**config.mk**
```make
export PLATFORM = sky130hd
export DESIGN_NAME = mem_s2_arbiter_flat
export DESIGN_NICKNAME = d
export VERILOG_FILES = /design/src/rtl/mem_s2_arbiter_if.sv /design/src/rtl/mem_s2_arbiter.sv /design/src/flat_wrapper.sv
export SDC_FILE = /design/constraint.sdc
export NUM_CORES = 1
export LEC_CHECK = 0
export BUFFER_PORTS_ARGS = -buffer_cell sky130_fd_sc_hd__buf_4
export CAP_MARGIN = 20
export CORE_MARGIN = 4
export CORE_UTILIZATION = 44
export CTS_CLUSTER_DIAMETER = 120
export CTS_CLUSTER_SIZE = 25
export DETAILED_ROUTE_END_ITERATION = 7
export PLACE_DENSITY = 0.78
export SYNTH_ARGS = -nofsm -noshare
export SYNTH_HDL_FRONTEND = slang
export SYNTH_SLANG_ARGS = --single-unit
```
**constraint.sdc**
```tcl
create_clock -name clk_clk -period 1.7 [get_ports clk_clk]
set_clock_uncertainty 0.1 [all_clocks]
set_input_delay 0.085 -clock clk_clk [delete_from_list [all_inputs] [get_ports clk_clk]]
set_output_delay 0.085 -clock clk_clk [all_outputs]
set_load 0.005 [all_outputs]
```
**src/rtl/mem_s2_arbiter_if.sv**
```systemverilog
// Bundle of the two requester ports, the s2 memory port and the busy flag.
// master = arbiter side, slave = requesters plus memory side.
interface mem_s2_arbiter_if #(
  parameter int ADDR_W = 7,
  parameter int DATA_W = 32
);
  logic              a_req;
  logic              a_we;
  logic [ADDR_W-1:0] a_addr;
  logic [DATA_W-1:0] a_wdata;
  logic [3:0]        a_be;
  logic              a_ack;
  logic [DATA_W-1:0] a_rdata;
  logic              a_rvalid;

  logic              b_req;
  logic              b_we;
  logic [ADDR_W-1:0] b_addr;
  logic [DATA_W-1:0] b_wdata;
  logic [3:0]        b_be;
  logic              b_ack;
  logic [DATA_W-1:0] b_rdata;
  logic              b_rvalid;

  logic [ADDR_W-1:0] mem_address;
  logic              mem_chipselect;
  logic              mem_clken;
  logic              mem_write;
  logic [DATA_W-1:0] mem_writedata;
  logic [3:0]        mem_byteenable;
  logic [DATA_W-1:0] mem_readdata;

  logic              busy;

  modport master (
    input  a_req, a_we, a_addr, a_wdata, a_be,
    output a_ack, a_rdata, a_rvalid,
    input  b_req, b_we, b_addr, b_wdata, b_be,
    output b_ack, b_rdata, b_rvalid,
    output mem_address, mem_chipselect, mem_clken, mem_write,
    output mem_writedata, mem_byteenable,
    input  mem_readdata,
    output busy
  );

  modport slave (
    output a_req, a_we, a_addr, a_wdata, a_be,
    input  a_ack, a_rdata, a_rvalid,
    output b_req, b_we, b_addr, b_wdata, b_be,
    input  b_ack, b_rdata, b_rvalid,
    input  mem_address, mem_chipselect, mem_clken, mem_write,
    input  mem_writedata, mem_byteenable,
    output mem_readdata,
    input  busy
  );
endinterface

```
**src/rtl/mem_s2_arbiter.sv**
```systemverilog
// Round-robin arbiter sharing the s2 port of the dual-port on-chip memory
// between the SPI bridge (A) and fabric logic (B); one access in flight.
//   state   | meaning
//   IDLE    | sample requests, grant and latch command
//   ISSUE   | command on s2, ack to granted requester
//   WAIT_RD | wait READ_LATENCY cycles, then return read data
module mem_s2_arbiter #(
  parameter int ADDR_W       = 7,
  parameter int DATA_W       = 32,
  parameter int READ_LATENCY = 1
) (
  input  logic            clk_clk,
  input  logic            reset_reset_n,
  mem_s2_arbiter_if.master bus
);

  typedef enum logic [1:0] {IDLE, ISSUE, WAIT_RD} state_e;

  state_e            state_q, state_d;
  logic              last_q, last_d;   // 1 = B was granted last
  logic              gnt_q, gnt_d;     // 1 = B is being served
  logic [1:0]        cnt_q, cnt_d;
  logic [ADDR_W-1:0] addr_q, addr_d;
  logic              cs_q, cs_d;
  logic              write_q, write_d;
  logic [DATA_W-1:0] wdata_q, wdata_d;
  logic [3:0]        be_q, be_d;
  logic              a_ack_q, a_ack_d, b_ack_q, b_ack_d;
  logic              a_rvalid_q, a_rvalid_d, b_rvalid_q, b_rvalid_d;
  logic [DATA_W-1:0] a_rdata_q, a_rdata_d, b_rdata_q, b_rdata_d;
  logic              busy_q, busy_d;
  logic              clken_q;

  logic              pick_b;
  logic              sel_we;
  logic [ADDR_W-1:0] sel_addr;
  logic [DATA_W-1:0] sel_wdata;
  logic [3:0]        sel_be;

  assign pick_b    = bus.b_req & (~bus.a_req | ~last_q);
  assign sel_we    = pick_b ? bus.b_we    : bus.a_we;
  assign sel_addr  = pick_b ? bus.b_addr  : bus.a_addr;
  assign sel_wdata = pick_b ? bus.b_wdata : bus.a_wdata;
  assign sel_be    = pick_b ? bus.b_be    : bus.a_be;

  always_ff @(posedge clk_clk) begin
    if (!reset_reset_n) begin
      state_q    <= IDLE;
      last_q     <= 1'b1;
      gnt_q      <= 1'b0;
      cnt_q      <= '0;
      addr_q     <= '0;
      cs_q       <= 1'b0;
      write_q    <= 1'b0;
      wdata_q    <= '0;
      be_q       <= '0;
      a_ack_q    <= 1'b0;
      b_ack_q    <= 1'b0;
      a_rvalid_q <= 1'b0;
      b_rvalid_q <= 1'b0;
      a_rdata_q  <= '0;
      b_rdata_q  <= '0;
      busy_q     <= 1'b0;
      clken_q    <= 1'b1;
    end else begin
      state_q    <= state_d;
      last_q     <= last_d;
      gnt_q      <= gnt_d;
      cnt_q      <= cnt_d;
      addr_q     <= addr_d;
      cs_q       <= cs_d;
      write_q    <= write_d;
      wdata_q    <= wdata_d;
      be_q       <= be_d;
      a_ack_q    <= a_ack_d;
      b_ack_q    <= b_ack_d;
      a_rvalid_q <= a_rvalid_d;
      b_rvalid_q <= b_rvalid_d;
      a_rdata_q  <= a_rdata_d;
      b_rdata_q  <= b_rdata_d;
      busy_q     <= busy_d;
      clken_q    <= 1'b1;
    end
  end

  // s2 command outputs are computed one cycle early so they are registered
  // when ISSUE begins; the registers double as the latched command.
  always_comb begin
    state_d    = state_q;
    last_d     = last_q;
    gnt_d      = gnt_q;
    cnt_d      = cnt_q;
    addr_d     = '0;
    cs_d       = 1'b0;
    write_d    = 1'b0;
    wdata_d    = '0;
    be_d       = '0;
    a_ack_d    = 1'b0;
    b_ack_d    = 1'b0;
    a_rvalid_d = 1'b0;
    b_rvalid_d = 1'b0;
    a_rdata_d  = a_rdata_q;
    b_rdata_d  = b_rdata_q;
    unique case (state_q)
      IDLE: begin
        if (bus.a_req || bus.b_req) begin
          state_d = ISSUE;
          gnt_d   = pick_b;
          last_d  = pick_b;
          cs_d    = 1'b1;
          addr_d  = sel_addr;
          write_d = sel_we;
          wdata_d = sel_we ? sel_wdata : '0;
          be_d    = sel_we ? sel_be : 4'hF;
          a_ack_d = ~pick_b;
          b_ack_d = pick_b;
        end
      end
      ISSUE: begin
        if (write_q) begin
          state_d = IDLE;
        end else begin
          state_d = WAIT_RD;
          cnt_d   = 2'(READ_LATENCY);
        end
      end
      WAIT_RD: begin
        cnt_d = cnt_q - 2'd1;
        if (cnt_q == 2'd1) begin
          state_d = IDLE;
          if (gnt_q) begin
            b_rvalid_d = 1'b1;
            b_rdata_d  = bus.mem_readdata;
          end else begin
            a_rvalid_d = 1'b1;
            a_rdata_d  = bus.mem_readdata;
          end
        end
      end
      default: state_d = IDLE;
    endcase
  end

  assign busy_d = (state_d != IDLE);

  assign bus.mem_address    = addr_q;
  assign bus.mem_chipselect = cs_q;
  assign bus.mem_clken      = clken_q;
  assign bus.mem_write      = write_q;
  assign bus.mem_writedata  = wdata_q;
  assign bus.mem_byteenable = be_q;
  assign bus.a_ack          = a_ack_q;
  assign bus.b_ack          = b_ack_q;
  assign bus.a_rvalid       = a_rvalid_q;
  assign bus.b_rvalid       = b_rvalid_q;
  assign bus.a_rdata        = a_rdata_q;
  assign bus.b_rdata        = b_rdata_q;
  assign bus.busy           = busy_q;

endmodule

```
**src/flat_wrapper.sv**
```systemverilog
// flat-port wrapper written by rule: the top's interface ports become plain ports
module mem_s2_arbiter_flat 
#(
  parameter int ADDR_W       = 7,
  parameter int DATA_W       = 32,
  parameter int READ_LATENCY = 1
)
  (clk_clk, reset_reset_n, bus_a_req, bus_a_we, bus_a_addr, bus_a_wdata, bus_a_be, bus_a_ack, bus_a_rdata, bus_a_rvalid, bus_b_req, bus_b_we, bus_b_addr, bus_b_wdata, bus_b_be, bus_b_ack, bus_b_rdata, bus_b_rvalid, bus_mem_address, bus_mem_chipselect, bus_mem_clken, bus_mem_write, bus_mem_writedata, bus_mem_byteenable, bus_mem_readdata, bus_busy);
  mem_s2_arbiter_if #(.ADDR_W(ADDR_W), .DATA_W(DATA_W)) bus_i ();
  input  logic clk_clk;
  input  logic reset_reset_n;
  input wire logic [$bits(bus_i.a_req)-1:0] bus_a_req;
  input wire logic [$bits(bus_i.a_we)-1:0] bus_a_we;
  input wire logic [$bits(bus_i.a_addr)-1:0] bus_a_addr;
  input wire logic [$bits(bus_i.a_wdata)-1:0] bus_a_wdata;
  input wire logic [$bits(bus_i.a_be)-1:0] bus_a_be;
  output wire logic [$bits(bus_i.a_ack)-1:0] bus_a_ack;
  output wire logic [$bits(bus_i.a_rdata)-1:0] bus_a_rdata;
  output wire logic [$bits(bus_i.a_rvalid)-1:0] bus_a_rvalid;
  input wire logic [$bits(bus_i.b_req)-1:0] bus_b_req;
  input wire logic [$bits(bus_i.b_we)-1:0] bus_b_we;
  input wire logic [$bits(bus_i.b_addr)-1:0] bus_b_addr;
  input wire logic [$bits(bus_i.b_wdata)-1:0] bus_b_wdata;
  input wire logic [$bits(bus_i.b_be)-1:0] bus_b_be;
  output wire logic [$bits(bus_i.b_ack)-1:0] bus_b_ack;
  output wire logic [$bits(bus_i.b_rdata)-1:0] bus_b_rdata;
  output wire logic [$bits(bus_i.b_rvalid)-1:0] bus_b_rvalid;
  output wire logic [$bits(bus_i.mem_address)-1:0] bus_mem_address;
  output wire logic [$bits(bus_i.mem_chipselect)-1:0] bus_mem_chipselect;
  output wire logic [$bits(bus_i.mem_clken)-1:0] bus_mem_clken;
  output wire logic [$bits(bus_i.mem_write)-1:0] bus_mem_write;
  output wire logic [$bits(bus_i.mem_writedata)-1:0] bus_mem_writedata;
  output wire logic [$bits(bus_i.mem_byteenable)-1:0] bus_mem_byteenable;
  input wire logic [$bits(bus_i.mem_readdata)-1:0] bus_mem_readdata;
  output wire logic [$bits(bus_i.busy)-1:0] bus_busy;
  assign bus_i.a_req = bus_a_req;
  assign bus_i.a_we = bus_a_we;
  assign bus_i.a_addr = bus_a_addr;
  assign bus_i.a_wdata = bus_a_wdata;
  assign bus_i.a_be = bus_a_be;
  assign bus_a_ack = bus_i.a_ack;
  assign bus_a_rdata = bus_i.a_rdata;
  assign bus_a_rvalid = bus_i.a_rvalid;
  assign bus_i.b_req = bus_b_req;
  assign bus_i.b_we = bus_b_we;
  assign bus_i.b_addr = bus_b_addr;
  assign bus_i.b_wdata = bus_b_wdata;
  assign bus_i.b_be = bus_b_be;
  assign bus_b_ack = bus_i.b_ack;
  assign bus_b_rdata = bus_i.b_rdata;
  assign bus_b_rvalid = bus_i.b_rvalid;
  assign bus_mem_address = bus_i.mem_address;
  assign bus_mem_chipselect = bus_i.mem_chipselect;
  assign bus_mem_clken = bus_i.mem_clken;
  assign bus_mem_write = bus_i.mem_write;
  assign bus_mem_writedata = bus_i.mem_writedata;
  assign bus_mem_byteenable = bus_i.mem_byteenable;
  assign bus_i.mem_readdata = bus_mem_readdata;
  assign bus_busy = bus_i.busy;
  mem_s2_arbiter #(.ADDR_W(ADDR_W), .DATA_W(DATA_W), .READ_LATENCY(READ_LATENCY)) u_core (.clk_clk(clk_clk), .reset_reset_n(reset_reset_n), .bus(bus_i));
endmodule
```
After elaboration in Yosys (flattened, before gate mapping) --
Cells that the tools add are included.
Cells by class: $add $sub $neg 1, eq/ne operators 4, multiplexer cells 14, bitwise logic cells 6, reductions and logical operators 12
Operators with widths (count):
- 32-bit 2-to-1 mux | 1
- 3-bit AND reduction | 4
- 2-bit 2-to-1 mux | 4
- 4-bit 2-to-1 mux | 2
- 7-bit 2-to-1 mux | 1
- 2-bit one-hot mux with 3 select lines | 1
- 2-bit AND reduction | 3
- 2-bit by 1-bit == test with 1-bit output (second input constant) | 2
- 1-bit 2-to-1 mux | 4
- 1-bit inverter | 4
- 2-bit one-hot mux with 2 select lines | 1
- 4-bit AND reduction | 1
- 2-bit nonzero test | 2
- 2-bit == test (second input constant) | 1
- 2-bit zero test | 1
- 2-bit != test (second input constant) | 1
- 2-bit by 1-bit subtractor with 2-bit output (second input constant) | 1
- 1-bit bitwise AND | 1
- 1-bit logical OR | 1
- 1-bit OR | 1
Word-level totals: bits in registers 120, input bits 124, output and inout bits 115, logic and storage cells 53

Depth between registers and ports, before layout --
Gate-level depths: netlist (run 1).
word-level depth 5, mapped depth 7

Worst setup path after synthesis (run 1) --
Ideal clock, no wire load.
path kind reg2reg, start reg u_core.cnt_q[0], end reg u_core.a_rdata_q[20] (netlist: u_core.bus.a_rdata[20]), setup time 0.128 ns, data arrival time 1.076 ns, path slack 0.396 ns, cell stages (with the launch flop) 7, buffers on the path 2, cells stage by stage dfxtp_1 ha_1 nand4bb_1 buf_6 buf_4 nand3_1 o21ai_0
Between the ends: longest elaborated chain between the ends 2
RTL lines:
- from (decl) | RTL line mem_s2_arbiter.sv:22 | logic [1:0] cnt_q, cnt_d;
- from (signal assigned) | RTL line mem_s2_arbiter.sv:69 | cnt_q <= cnt_d;
- 2-bit by 1-bit == test with 1-bit output | RTL line mem_s2_arbiter.sv:129 | if (cnt_q == 2'd1) begin
- 3-bit AND reduction (no source line)
- to (signal assigned) | RTL line mem_s2_arbiter.sv:79 | a_rdata_q <= a_rdata_d;
- to (decl) | RTL line mem_s2_arbiter.sv:30 | logic [DATA_W-1:0] a_rdata_q, a_rdata_d, b_rdata_q, b_rdata_d;
No other way between the ends. A chain may end at the register's enable or synchronous reset.

Worst setup path in the final report (run 1) --
start reg u_core.state_q[1], end reg u_core.last_q
Between the ends: longest elaborated chain between the ends 2
RTL lines:
- from (decl) | RTL line mem_s2_arbiter.sv:19 | state_e state_q, state_d;
- from (signal assigned) | RTL line mem_s2_arbiter.sv:66 | state_q <= state_d;
- 2-bit zero test | RTL line mem_s2_arbiter.sv:104 | unique case (state_q)
- 2-bit AND reduction (no source line)
- to (signal assigned) | RTL line mem_s2_arbiter.sv:67 | last_q <= last_d;
- to (decl) | RTL line mem_s2_arbiter.sv:20 | logic last_q, last_d;
No other way between the ends.

==> out/qor.txt, run 1 <==
Floorplan die width -> 107 um
Final net count -> 943
Pwr Total -> 7.92 mW
Critical path type -> flop to flop
Cell family with most CP delay -> buffers and inverters
Synthesized cell area -> 0.00431 mm^2
First-pass DRT Iterations -> 5
Seq/Total Area, Yosys -> 55.7%
Post-DP HPWL -> 9100 um
Critical Path AT -> 1.91 ns
Vias per Instance -> 5.41
1st-iter DRT viols -> 375
PwrDens -> 995 mW/mm^2
# resized after CTS -> 0
Rows -> 35
Buf/Inv on CP -> 1
Synth Instances -> 478
Core area -> 0.00937 mm^2
CTS Root Cell -> clkbuf_8
Worst Hold Class -> input port to flop
Clk slew on worst S/H paths -> 0.06 ns
Crit share post-route -> 92.3%
Slowest-stage cell, CP -> dlygate4sd3_1
Setup_tns -> 0 ns
Die Area -> 0.0114 mm^2
Clock sink count -> 120
Worst-path cell chain -> nor2_4 > and3_1 > o21ai_0 > dlygate4sd3_1
GPL Wtd Cong -> 0.813
Avg Cell Area, Syn -> 9.02 um^2
CP Capture Type -> flop
Vias -> 5208
CTS tree -> yes
Vias in the first global route -> 5388
TritonCTS Buffers -> 17
Min Tclk post-route -> 1.57 ns
Total track usage -> 30.2%
Commonest non-fill, non-tap cell in the layout -> buf_4
Number of max-slew violations in the final report -> 0
DR WL/cell -> 18.4 um
Run status -> complete, no violations
P_leak -> 3.52 nW
Commonest cells after routing, fill and taps aside -> 242 x buf_4, 128 x nand3_1, 124 x dlygate4sd3_1
Worst-Skew Late Latency -> 0.49 ns
Initial core utilization -> 46.0%
Number of H-tree levels -> 4
Synth Register Bits -> 120
Commonest register cell after synthesis -> dfxtp_1
Max-cap violations -> 0
Port bufs -> 237
Ys async rst share -> 0%
Syn_nets -> 603
Number of flops mapped to enable cells by yosys -> 0
CP max FO -> 6
Critical Path Source Type -> flop
Synth-to-layout area growth -> 84.6%
Total grt overflow -> 0
DR DRC count -> 0
Final setup fails -> 0
IO Count -> 239
Synth warn -> 0
Layout cells sized above 1 -> 33.9%
Worst vdd ir -> 0.865 mV
RSZ-0062 raised after global routing -> false
Largest stage delay, worst path -> 0.55 ns
CP Data Required Time -> 2.04 ns
First-pass GRT wire length -> 27300 um
Initial antenna violation count -> 3
Final hold violation count -> 0
Post-Route WL -> 17700 um
Peak Freq -> 637 MHz
Cell variety after synth -> 32
Largest net degree at the start of global routing -> 66
Die Y -> 107 um
Antenna-violating nets left -> 0
Clk buf depth -> 2
-- path summary, 6_finish.rpt --
check | endpoint | depth (start not counted) | from | slack [ns]
setup reg to reg | u_core.last_q | 4 | u_core.state_q[1] | 0.13
hold / removal | u_core.bus.mem_address[1] | 3 | bus_b_addr[1] | 0.25
setup / recovery | u_core.last_q | 4 | u_core.state_q[1] | 0.13
hold reg to reg | u_core.bus.a_rdata[13] | 2 | u_core.bus.a_rdata[13] | 0.36
-- cell usage after synthesis (3+ instances only) --
cell        n  area [um^2]
buf_1       7         26.3
nor3_1      5         25.0
a22o_1      7         61.3
clkbuf_1    9         33.8
o21ai_0    63          315
buf_4      10         75.1
o21ai_1     4         20.0
inv_1       6         22.5
buf_2      11         55.1
nand3_1   128          641
dfxtp_1   120         2400
nor3b_1     9         67.6
nand2_1    34          128
buf_6       9          101
nor2_1      3         11.3
a21oi_1    35          175
-- kinds of logic after synthesis --
group | synth area share (%)
compound gates | 14.6
flops | 55.7
other cells | 0.0870
fa+ha+maj | 0.290
xor+xnor | 0.203
mux | 0.232
buf+inv | 7.52
simple gates | 21.4
-- where the power goes --
group | leakage, nW | switching (mW) | internal [mW] | total (mW)
Combinational | 2.23 | 0.445 | 0.590 | 1.04
Sequential | 0.973 | 0.0553 | 2.92 | 2.97
Clock | 0.315 | 1.29 | 2.63 | 3.91
Total | 3.52 | 1.79 | 6.13 | 7.92
-- flip-flops by register name, summed over array words and instances, names as in the netlist --
register and cells:
u_core.state_q 2, u_core.gnt_q 1, u_core.bus.mem_byteenable 4, u_core.bus.mem_address 7, u_core.bus.b_ack 1, u_core.bus.mem_write 1
u_core.bus.b_rdata 32, u_core.bus.a_rvalid 1, u_core.last_q 1, u_core.bus.a_rdata 32, u_core.bus.a_ack 1, u_core.cnt_q 2
u_core.bus.mem_writedata 32, u_core.bus.busy 1, u_core.bus.mem_chipselect 1, u_core.bus.b_rvalid 1
-- through the flow --
stage,area [um^2],setup WS [ns],util [%],hold slack (ns),instances
floorplan,4310,0.396,-,0.110,478
global placement,6050,0.390,64.6,0.196,804
detailed placement,6050,0.296,64.6,0.202,804
CTS,7950,0.108,84.9,0.225,960
global route,7960,0.0167,85.0,0.247,963
finish,7960,0.131,85.0,0.254,963
-- what timing repair did --
action	4_1_cts	5_1_grt
hold endpoints to repair	112	0
hold buffers	124	0
buffers inserted	0	0
-- worst min-delay path: stages --
cell	delay, ns
dlygate4sd3_1	0.52
buf_4	0.10
a22o_1	0.11
-- routing by layer --
layer / wire (um) / vias up / GRT usage [%]
li1: - / 2362 / -
met1: 6220 / 2431 / 31.1
met2: 9000 / 345 / 54.2
met3: 1790 / 70 / 11.6
met4: 667 / 0 / 13.2
met5: 0 / - / 0
-- layout make-up --
type | count | area (um^2)
antenna | 3 | 7.51
clock buffer | 19 | 442
clock inverter | 13 | 218
fill | 519 | 1410
inverter | 6 | 22.5
multi-input combinational | 304 | 1590
sequential | 120 | 2400
tap | 129 | 161
timing repair buffer | 369 | 3120
Power figures use the tool's default switching activity.
==> inputs of run 2 (changes only) <==
- PLACE_DENSITY: 0.78 -> 0.91
==> run 2 against run 1 <==
  * Core utilization up 0.15 points
  * Critical path depth up 1
  * Largest cell class unchanged
  * Sequential share of layout area about the same
  * Sequential power about the same
  * Global-route usage up 4.1 points
  * Cell area up 0.17%
  * Via count up 3.8%
  * Largest power group unchanged
==> out/qor.txt, run 2 (synthesis results as in run 1) <==
TritonCTS Buffers -> 17
Antenna-violating nets left -> 0
Total grt overflow -> 0
Critical path type -> input port to flop
CP max FO -> 68
DR WL/cell -> 20.9 um
Critical Path Source Type -> input port
Number of max-slew violations in the final report -> 0
PwrDens -> 981 mW/mm^2
Setup_tns -> 0 ns
Worst Hold Class -> input port to flop
Clk slew on worst S/H paths -> 0.06 ns
Initial antenna violation count -> 1
Crit share post-route -> 96.1%
Post-Route WL -> 20100 um
Min Tclk post-route -> 1.63 ns
Final net count -> 944
Total track usage -> 34.2%
Core area -> 0.00937 mm^2
DR DRC count -> 0
Dpl cell area -> 0.00608 mm^2
Max-cap violations -> 0
Non-Filler Instances -> 962
Peak Freq -> 612 MHz
First-pass GRT wire length -> 30400 um
Commonest non-fill, non-tap cell in the layout -> buf_4
RSZ-0062 raised after global routing -> false
CP Data Required Time -> 1.94 ns
Initial core utilization -> 46.0%
Rows -> 35
Final hold violation count -> 0
Final Cell Area -> 0.00798 mm^2
Vias in the first global route -> 5741
Worst-Skew Late Latency -> 0.48 ns
Core Util, Final -> 85.1%
CTS Root Cell -> clkbuf_8
Post-DP HPWL -> 9660 um
Commonest cells after routing, fill and taps aside -> 237 x buf_4, 128 x nand3_1, 127 x dlygate4sd3_1
Clock sink count -> 120
CTS tree -> yes
Port bufs -> 237
Layout cells sized above 1 -> 33.7%
First-pass DRT Iterations -> 5
Clk buf depth -> 2
Vias per Instance -> 5.62
Die Area -> 0.0114 mm^2
1st-iter DRT viols -> 621
P_leak -> 3.51 nW
Fill count -> 455
Run status -> complete, no violations
Post-CTS Setup Bufs -> 0
Largest net degree at the start of global routing -> 69
Critical Path AT -> 1.87 ns
Number of H-tree levels -> 4
Synth-to-layout area growth -> 85.0%
Floorplan die width -> 107 um
Die Y -> 107 um
Cell count after placement -> 802
Fin Hold WS -> 0.259 ns
Final setup fails -> 0
Vias -> 5408
Worst vdd ir -> 0.611 mV
CP Capture Type -> flop
GPL Wtd Cong -> 0.834
IO Count -> 239
-- run 2: layout make-up --
class / count / area, um^2 / area share, %
antenna: 1 / 2.50 / 0.0314
tap: 129 / 161 / 2.02
clock buffer: 19 / 432 / 5.41
clock inverter: 13 / 193 / 2.42
timing repair buffer: 370 / 3170 / 39.8
sequential: 120 / 2400 / 30.1
multi-input combinational: 304 / 1590 / 19.9
inverter: 6 / 22.5 / 0.282
-- run 2: path summary, 6_finish.rpt --
check / start / to / slack [ns] / cells after the start
min reg2reg: u_core.bus.a_rdata[11] / u_core.bus.a_rdata[11] / 0.37 / 2
min: bus_b_addr[6] / u_core.bus.mem_address[6] / 0.26 / 3
max reg2reg: u_core.state_q[0] / u_core.last_q / 0.09 / 4
max: reset_reset_n / u_core.bus.a_rdata[10] / 0.07 / 5
-- run 2: worst max-delay path, cell delays in order --
cell and delay (ns):
dlygate4sd3_1 0.54, buf_4 0.36, buf_12 0.32, nand2_1 0.13, o21ai_0 0.40
-- run 2: what timing repair did --
item | in CTS | in global routing
hold buffers | 127 | 0
endpoints found under the hold margin | 112 | 0
resized for setup | 0 | 2
endpoints found under the setup margin | 0 | 1
-- run 2: per-layer routing --
layer | part of all wire [%] | up-vias | routed length (um) | GRT usage [%]
met5 | 0 | - | 0 | 0
met4 | 5.0 | 0 | 995 | 19.4
met2 | 49 | 465 | 9780 | 59.4
met1 | 34 | 2496 | 6860 | 36.2
li1 | - | 2366 | - | -
met3 | 12 | 81 | 2440 | 11.7
-- run 2: per-stage QoR --
step	setup WS, ns	power, mW
floorplan	0.396	3.35
global placement	0.395	3.76
detailed placement	0.308	3.78
CTS	0.0821	7.76
global route	0.0390	8.04
finish	0.0666	7.82
-- run 2: report_power, final --
| group | leakage, nW | internal [mW] | switching [mW] |
|---|---|---|---|
| clock network | 0.299 | 2.44 | 1.32 |
| logic | 2.24 | 0.603 | 0.473 |
| registers | 0.974 | 2.92 | 0.0615 |
==> inputs of run 3 (changes only) <==
- CORE_ASPECT_RATIO: unset -> 0.75
==> run 3 against run 2 <==
  * Fmax rose by 2.9%
  * Routed wire length fell by 1.2%
  * Worst hold slack got worse by 0.22 ns
  * Sequential power barely moved
  * Global-route usage fell by 0.27 points
  * Sequential share of layout area rose by 0.16 points
  * Combinational power barely moved
  * Cell area fell by 0.53%
  * Die area rose by 0.15%
  * Power rose by 0.36%
  * Cell count fell by 0.31%
==> out/qor.txt, run 3 (synthesis results as in run 1) <==
Commonest cells after routing, fill and taps aside -> 238 x buf_4, 128 x nand3_1, 122 x dlygate4sd3_1
Initial antenna violation count -> 3
Post-Route WL -> 19800 um
Largest stage delay, worst path -> 0.58 ns
Commonest non-fill, non-tap cell in the layout -> buf_4
Final setup fails -> 0
Worst-Skew Late Latency -> 0.41 ns
Clk slew on worst S/H paths -> 0.06 ns
Largest net degree at the start of global routing -> 84
Crit share post-route -> 93.4%
Number of H-tree levels -> 4
Core area -> 0.00931 mm^2
IO Count -> 239
Worst vdd ir -> 0.806 mV
Clock sink count -> 120
First-pass DRT Iterations -> 5
Max-cap violations -> 0
Die Area -> 0.0115 mm^2
Post-DP HPWL -> 9810 um
P_leak -> 3.50 nW
CP Capture Type -> flop
GPL Wtd Cong -> 0.875
Initial core utilization -> 46.3%
Critical Path Source Type -> flop
TritonCTS Buffers -> 17
Critical Path AT -> 1.85 ns
Cell family with most CP delay -> buffers and inverters
Post-CTS Setup Bufs -> 0
Dpl cell area -> 0.00608 mm^2
Clk buf depth -> 2
1st-iter DRT viols -> 508
Flop-to-flop setup slack -> 0.11 ns
Antenna-violating nets left -> 0
Buf/Inv on CP -> 1
Slowest-stage cell, CP -> dlygate4sd3_1
Peak Freq -> 630 MHz
Fill count -> 488
Critical path type -> flop to flop
Total grt overflow -> 0
Number of max-slew violations in the final report -> 0
DR DRC count -> 0
Final hold violation count -> 0
CTS tree -> yes
Floorplan die width -> 122 um
Worst Hold Class -> input port to flop
First-pass GRT wire length -> 29800 um
CP max FO -> 6
Min Tclk post-route -> 1.59 ns
Port bufs -> 237
DR WL/cell -> 20.7 um
Total track usage -> 34.0%
Run status -> complete, no violations
Rows -> 30
Die Y -> 93.7 um
Vias per Instance -> 5.62
PwrDens -> 989 mW/mm^2
Layout cells sized above 1 -> 33.9%
Final net count -> 940
RSZ-0062 raised after global routing -> false
CTS Root Cell -> clkbuf_16
Vias in the first global route -> 5719
CP Data Required Time -> 1.96 ns
Vias -> 5392
Worst-path cell chain -> nor2_4 > and3_1 > o21ai_0 > dlygate4sd3_1
Setup_tns -> 0 ns
Synth-to-layout area growth -> 84.0%
Final Cell Area -> 0.00793 mm^2
[run 3: power by group]
part	switching, mW	internal, mW
clock network	1.32	2.48
registers	0.0618	2.92
logic	0.470	0.597
[run 3: area by class of cell]
class                   instances  area [um^2]  share of cell area [%]
diodes                          3         7.51                  0.0946
clock buffers                  19          443                    5.58
clock inverters                13          178                    2.24
inverters                       6         22.5                   0.284
multi-input cells             304         1590                    20.0
flip-flops and latches        120         2400                    30.3
well taps                     128          160                    2.02
repair buffers                366         3130                    39.4
[run 3: worst reg2reg max path, stage by stage (launching register included)]
cell           delay, ns
dfxtp_1             0.43
nor2_4              0.07
and3_1              0.18
o21ai_0             0.18
dlygate4sd3_1       0.58
[run 3: stage by stage]
stage | hold slack, ns | std cells | setup slack [ns] | util (%) | power [mW]
finish | 0.0414 | 959 | 0.112 | 85.2 | 7.85
CTS | 0.00327 | 956 | 0.161 | 85.1 | 7.75
global placement | 0.202 | 802 | 0.369 | 65.3 | 3.75
floorplan | 0.110 | 478 | 0.396 | - | 3.35
detailed placement | 0.199 | 802 | 0.296 | 65.3 | 3.78
global route | 0.0495 | 959 | 0.0424 | 85.2 | 8.07
[run 3: final timing paths]
| check | from | end | depth (start not counted) |
|---|---|---|---|
| min | bus_a_req | u_core.state_q[0] | 3 |
| min reg2reg | u_core.bus.a_rdata[11] | u_core.bus.a_rdata[11] | 2 |
| max | u_core.state_q[0] | u_core.last_q | 4 |
| max reg2reg | u_core.state_q[0] | u_core.last_q | 4 |
[run 3: repair_timing]
item / 4_1_cts / 5_1_grt
hold endpoints to repair: 109 / 0
resized for setup: 0 / 1
setup endpoints to repair: 0 / 1
hold buffers: 122 / 0
[run 3: layer usage]
layer / routed length [um] / GRT usage (%)
met5: 0 / 0
met2: 10300 / 60.8
met4: 1420 / 25.8
met1: 6590 / 32.1
met3: 1490 / 11.1
